===== config.mk =====
export PLATFORM = sky130hd
export DESIGN_NAME = perf_counter_reader
export DESIGN_NICKNAME = d
export VERILOG_FILES = /design/src/rtl/perf_counter_reader.sv
export SDC_FILE = /design/constraint.sdc
export NUM_CORES = 2
export LEC_CHECK = 0
export ABC_CLOCK_PERIOD_IN_PS = 6000
export CAP_MARGIN = 20
export CELL_PAD_IN_SITES_DETAIL_PLACEMENT = 1
export CELL_PAD_IN_SITES_GLOBAL_PLACEMENT = 2
export CORE_ASPECT_RATIO = 1.25
export CORE_MARGIN = 5
export CORE_UTILIZATION = 41
export CTS_CLUSTER_DIAMETER = 60
export CTS_CLUSTER_SIZE = 28
export DETAILED_ROUTE_END_ITERATION = 10
export DONT_BUFFER_PORTS = 1
export PLACE_DENSITY = 0.95
export SLEW_MARGIN = 10
export SYNTH_ARGS = -nofsm -noshare
export SYNTH_HDL_FRONTEND = slang
export SYNTH_SLANG_ARGS = --single-unit

===== constraint.sdc =====
create_clock -name clk -period 6 [get_ports clk]
set_input_delay 1.5 -clock clk [delete_from_list [all_inputs] [get_ports clk]]
set_output_delay 1.5 -clock clk [all_outputs]
set_load 0.01 [all_outputs]

===== src/rtl/perf_counter_reader.sv =====
// perf_counter_reader: snapshots the flattened counter vector on request and streams it as OUT_WIDTH-bit words
module perf_counter_reader #(
    parameter int NUM_COUNTERS  = 10,
    parameter int COUNTER_WIDTH = 64,
    parameter int OUT_WIDTH     = 32,
    localparam int WORDS_PER_CNT = COUNTER_WIDTH / OUT_WIDTH,
    localparam int NUM_WORDS     = NUM_COUNTERS * WORDS_PER_CNT,
    localparam int IDX_W         = (NUM_WORDS > 1) ? $clog2(NUM_WORDS) : 1
) (
    input  logic                                  clk,
    input  logic                                  rst_n,
    input  logic [NUM_COUNTERS*COUNTER_WIDTH-1:0] counterIn,
    input  logic                                  reqValid,
    input  logic                                  reqClear,
    output logic                                  reqReady,
    output logic                                  outValid,
    input  logic                                  outReady,
    output logic [OUT_WIDTH-1:0]                  outData,
    output logic [IDX_W-1:0]                      outIndex,
    output logic                                  outLast,
    output logic                                  clearPulse,
    output logic                                  busy
);
    typedef enum logic {IDLE, STREAM} state_t;
    localparam logic [IDX_W-1:0] LAST_IDX = IDX_W'(NUM_WORDS - 1);
    state_t                                r_state;
    logic [IDX_W-1:0]                      r_idx;
    logic                                  r_clear;
    logic [NUM_COUNTERS*COUNTER_WIDTH-1:0] r_snap;
    logic [OUT_WIDTH-1:0]                  w_words [NUM_WORDS];
    logic                                  w_accept;
    logic                                  w_xfer;
    logic                                  w_last;
    genvar g;
    for (g = 0; g < NUM_WORDS; g++) begin : g_words
        assign w_words[g] = r_snap[g*OUT_WIDTH +: OUT_WIDTH];
    end
    assign w_accept   = reqValid && (r_state == IDLE);
    assign w_last     = (r_state == STREAM) && (r_idx == LAST_IDX);
    assign w_xfer     = (r_state == STREAM) && outReady;
    assign reqReady   = (r_state == IDLE);
    assign busy       = (r_state == STREAM);
    assign outValid   = (r_state == STREAM);
    assign outLast    = w_last;
    assign outIndex   = r_idx;
    assign outData    = (r_state == STREAM) ? w_words[r_idx] : '0;
    assign clearPulse = r_clear;
    // Capture the whole counter vector on the accept edge so the stream is atomic
    always_ff @(posedge clk or negedge rst_n) begin
        if (!rst_n)
            r_snap <= '0;
        else if (w_accept)
            r_snap <= counterIn;
    end
    // Stream FSM: word index, state and the one-cycle clear issued in the first STREAM cycle
    always_ff @(posedge clk or negedge rst_n) begin
        if (!rst_n) begin
            r_state <= IDLE;
            r_idx   <= '0;
            r_clear <= 1'b0;
        end else begin
            r_clear <= 1'b0;
            if (w_accept) begin
                r_state <= STREAM;
                r_idx   <= '0;
                r_clear <= reqClear;
            end else if (w_xfer) begin
                if (w_last)
                    r_state <= IDLE;
                else
                    r_idx <= r_idx + 1'b1;
            end
        end
    end
endmodule


==> flow_summary.yaml <==
clocking:
  max-clock-path-buffers: 3
  cts_resized: 0
  numCtsBuffers: 49
  clk_pin_slew_ns: 0.08
  h-tree-depth: 2
  cts_hold_buf: 0
  cts_tree: "done"
  clk_latency_ns: 0.64
  cts_setup_buffers: 0
  clock-sinks: 647
  ctsRootBufferMaster: "clkbuf_16"
global_routing:
  grt.total_usage_pct: 28.4
  grt_pass1_wl_mm: 162
  grt_overflow: 0
  first_global_vias: 23900
  grt_start_max_net_pins: 648
  antenna_found_initial: 37
synthesis:
  synth-main-ff-cell: "dfrtp_1"
  synth_xor_area_share_pct: 0.0595
  syn-mean-instance-area_sq_um: 9.13
  synth_fa_ha_area_share_pct: 0.0425
  synth_mux_area_share_pct: 12.8
  synth_top_family_by_area: "simple AND/OR/NAND/NOR gates"
  synth.distinct_cells: 32
  ys_ff_latch: 647
  yosysWarnings: 0
  synth_cells: 3227
  synth-edff-count: 0
  syn_nets: 3873
  yosys.area_share.simple_pct: 25.9
  synth.cell_area_sq_mm: 0.0295
  synth-compound-area-share_pct: 2.57
  synthArstFlopShare_pct: 100
  ys_seq_area_share_pct: 55.0
setup_path:
  setup.worst_path.start: "outIndex[1]$_DFFE_PN0P_"
  endpoint_kind: "output port"
  cp_cell_sequence: "buf_4, buf_4, mux4_2, mux2i_1, o211ai_1"
  r2r-start: "busy$_DFFE_PN0P_"
  crit_arrival_ns: 3.42
  startpoint_type: "register"
  slowest_stage: "dfrtp_4"
  crit_required_ns: 4.50
  worst-setup-path-type: "register to output port"
  critPathMostFrequentCell: "buf_4"
  cp_slowest_stage_delay_ns: 0.93
  cp_max_fo: 35
detailed_routing:
  viasPerCell: 5.43
  dr_total_vias: 22400
  drtIter0Drc: 1700
  drtPass1Iterations: 5
  route.detailed.drc: 0
  drtAntennaViolNets: 0
  wl_per_cell_um: 27.7
  drt-total-wl_mm: 115
sta:
  rsz0062_at_grt: "false"
  tightestPinTransition_ns: 0.959
  whs_ns: 0.474
  finalWorstSetupSlack_ns: 1.08
  slew_viol_final: 0
  finalHoldViolations: 0
  setup_viol: 0
  clock.fmax_mhz: 203
  slew_headroom_pct: 36.0
  skew_ns: 0.0222
  finalCriticalPeriod_ns: 4.92
  setup_tns_ns: 0
  period_share_pct: 82.0
floorplan:
  num_rows: 110
  io_pins: 687
  die_x_um: 250
  dieArea_sq_mm: 0.0774
  die_h_um: 310
  start_util_pct: 41.1
  coreArea_sq_mm: 0.0717
flow_run:
  maxCapViolCount: 0
placed_design:
  place_congestion: 0.881
  dpl_worst_slack_ns: 1.74
  hpwl_mm: 85.4
  placed_cells: 4004
  io_buffers: 0
layout:
  final_layout_size_suffix_gt1_share_pct: 7.56
  syn_to_final_growth_pct: 9.00
  finalNetCount: 3752
  final_cell_count_no_fill: 4129
power:
  p_total_w: 0.0188
  power.density_mw_per_mm2: 586
  vdd_drop_max_v: 0.000312
  p_leak_nw: 16.4
outcome:
  status: "finished clean"
worst_hold_path:
  worstHoldStart: "r_snap[34]$_DFFE_PN0P_"
  min_path_type: "register to register"
[sequential cells by signal, summed over array words and instances (netlist names)]
register and cells:
clearPulse 1, busy 1, r_snap 640, outIndex 5
[cell usage in the layout, fill, tap and decap left out, types with 2 or more instances in the layout]
master,instances
clkinv_4,4
nor2b_4,3
inv_12,4
nand3_1,33
inv_16,4
bufinv_16,3
clkinv_16,2
clkinv_8,6
inv_8,8
clkbuf_16,51
clkinvlp_4,2
xor2_1,2
dfrtp_4,3
inv_6,7
buf_12,13
mux2i_1,161
dfrtp_1,644
and2_1,3
nand4_1,2
mux4_2,96
a22oi_1,64
buf_16,3
buf_4,22
o211ai_1,32
nor2_1,4
diode_2,30
nand2_1,1954
[critical path, delay by kind of cell, from the launching register on]
family	cells	cell delay (ns)
buffers and inverters	2	0.72
muxes	2	0.77
DFF	1	0.93
AOI/OAI and AO/OA	1	0.32
[final timing paths]
kind,endpoint,slack (ns),depth (start not counted)
max,outData[20],1.08,5
min,r_snap[34]$_DFFE_PN0P_,0.47,2
max reg2reg,r_snap[587]$_DFFE_PN0P_,3.38,5
min reg2reg,r_snap[34]$_DFFE_PN0P_,0.47,2
max in group asynchronous,r_snap[551]$_DFFE_PN0P_,3.50,2
min in group asynchronous,r_snap[308]$_DFFE_PN0P_,0.55,0
[cell families (layout without fill, tap and decap cells)]
| kind of cell | count (synthesis) | in the layout |
|---|---|---|
| other cells | 0 | 30 |
| compound gates | 101 | 101 |
| simple gates | 2005 | 2005 |
| xor+xnor | 2 | 2 |
| fa+ha+maj | 1 | 1 |
| mux | 258 | 258 |
| flops | 647 | 647 |
| buf+inv | 213 | 133 |
[metal layers]
layer | global-route usage [%] | up-vias | wire length [um]
met4 | 9.27 | 16 | 3850
li1 | - | 10100 | -
met3 | 8.65 | 168 | 8570
met5 | 0 | - | 110
met2 | 51.3 | 694 | 60100
met1 | 32.3 | 11500 | 41900
[synth_stat cells (all sizes together), types with 2 or more instances]
cell type | count | area (sq um)
xor2 | 2 | 17.5
o211ai | 32 | 240
nand2 | 1954 | 7330
mux4 | 96 | 2160
buf | 149 | 832
nor2b | 3 | 18.8
nand4 | 2 | 12.5
nor2 | 5 | 21.3
a22oi | 64 | 480
nand3 | 33 | 165
dfrtp | 647 | 16200
and2 | 3 | 18.8
mux2i | 161 | 1610
inv | 2 | 7.50
clkbuf | 62 | 233
[final cells by class]
cell class,instances,area [sq um]
antenna,30,75.1
multi-input combinational,2367,12200
inverter,2,7.51
timing repair buffer,39,523
tap,952,1190
clock inverter,40,594
clock buffer,52,1280
fill,8266,39600
sequential,647,16200
[stage by stage]
| stage | area (sq um) | util [%] |
|---|---|---|
| floorplan | 29500 | - |
| finish | 32100 | 44.8 |
| global route | 32100 | 44.7 |
| global placement | 30100 | 41.9 |
| CTS | 32000 | 44.6 |
| detailed placement | 30100 | 41.9 |
[where the power goes]
| part | switching [W] | internal [W] | total (W) |
|---|---|---|---|
| sequential | 0.00170 | 0.00653 | 0.00823 |
| combinational | 0.00412 | 0.00262 | 0.00674 |
| clock | 0.00201 | 0.00185 | 0.00385 |
(Power assumes the default switching activity.)
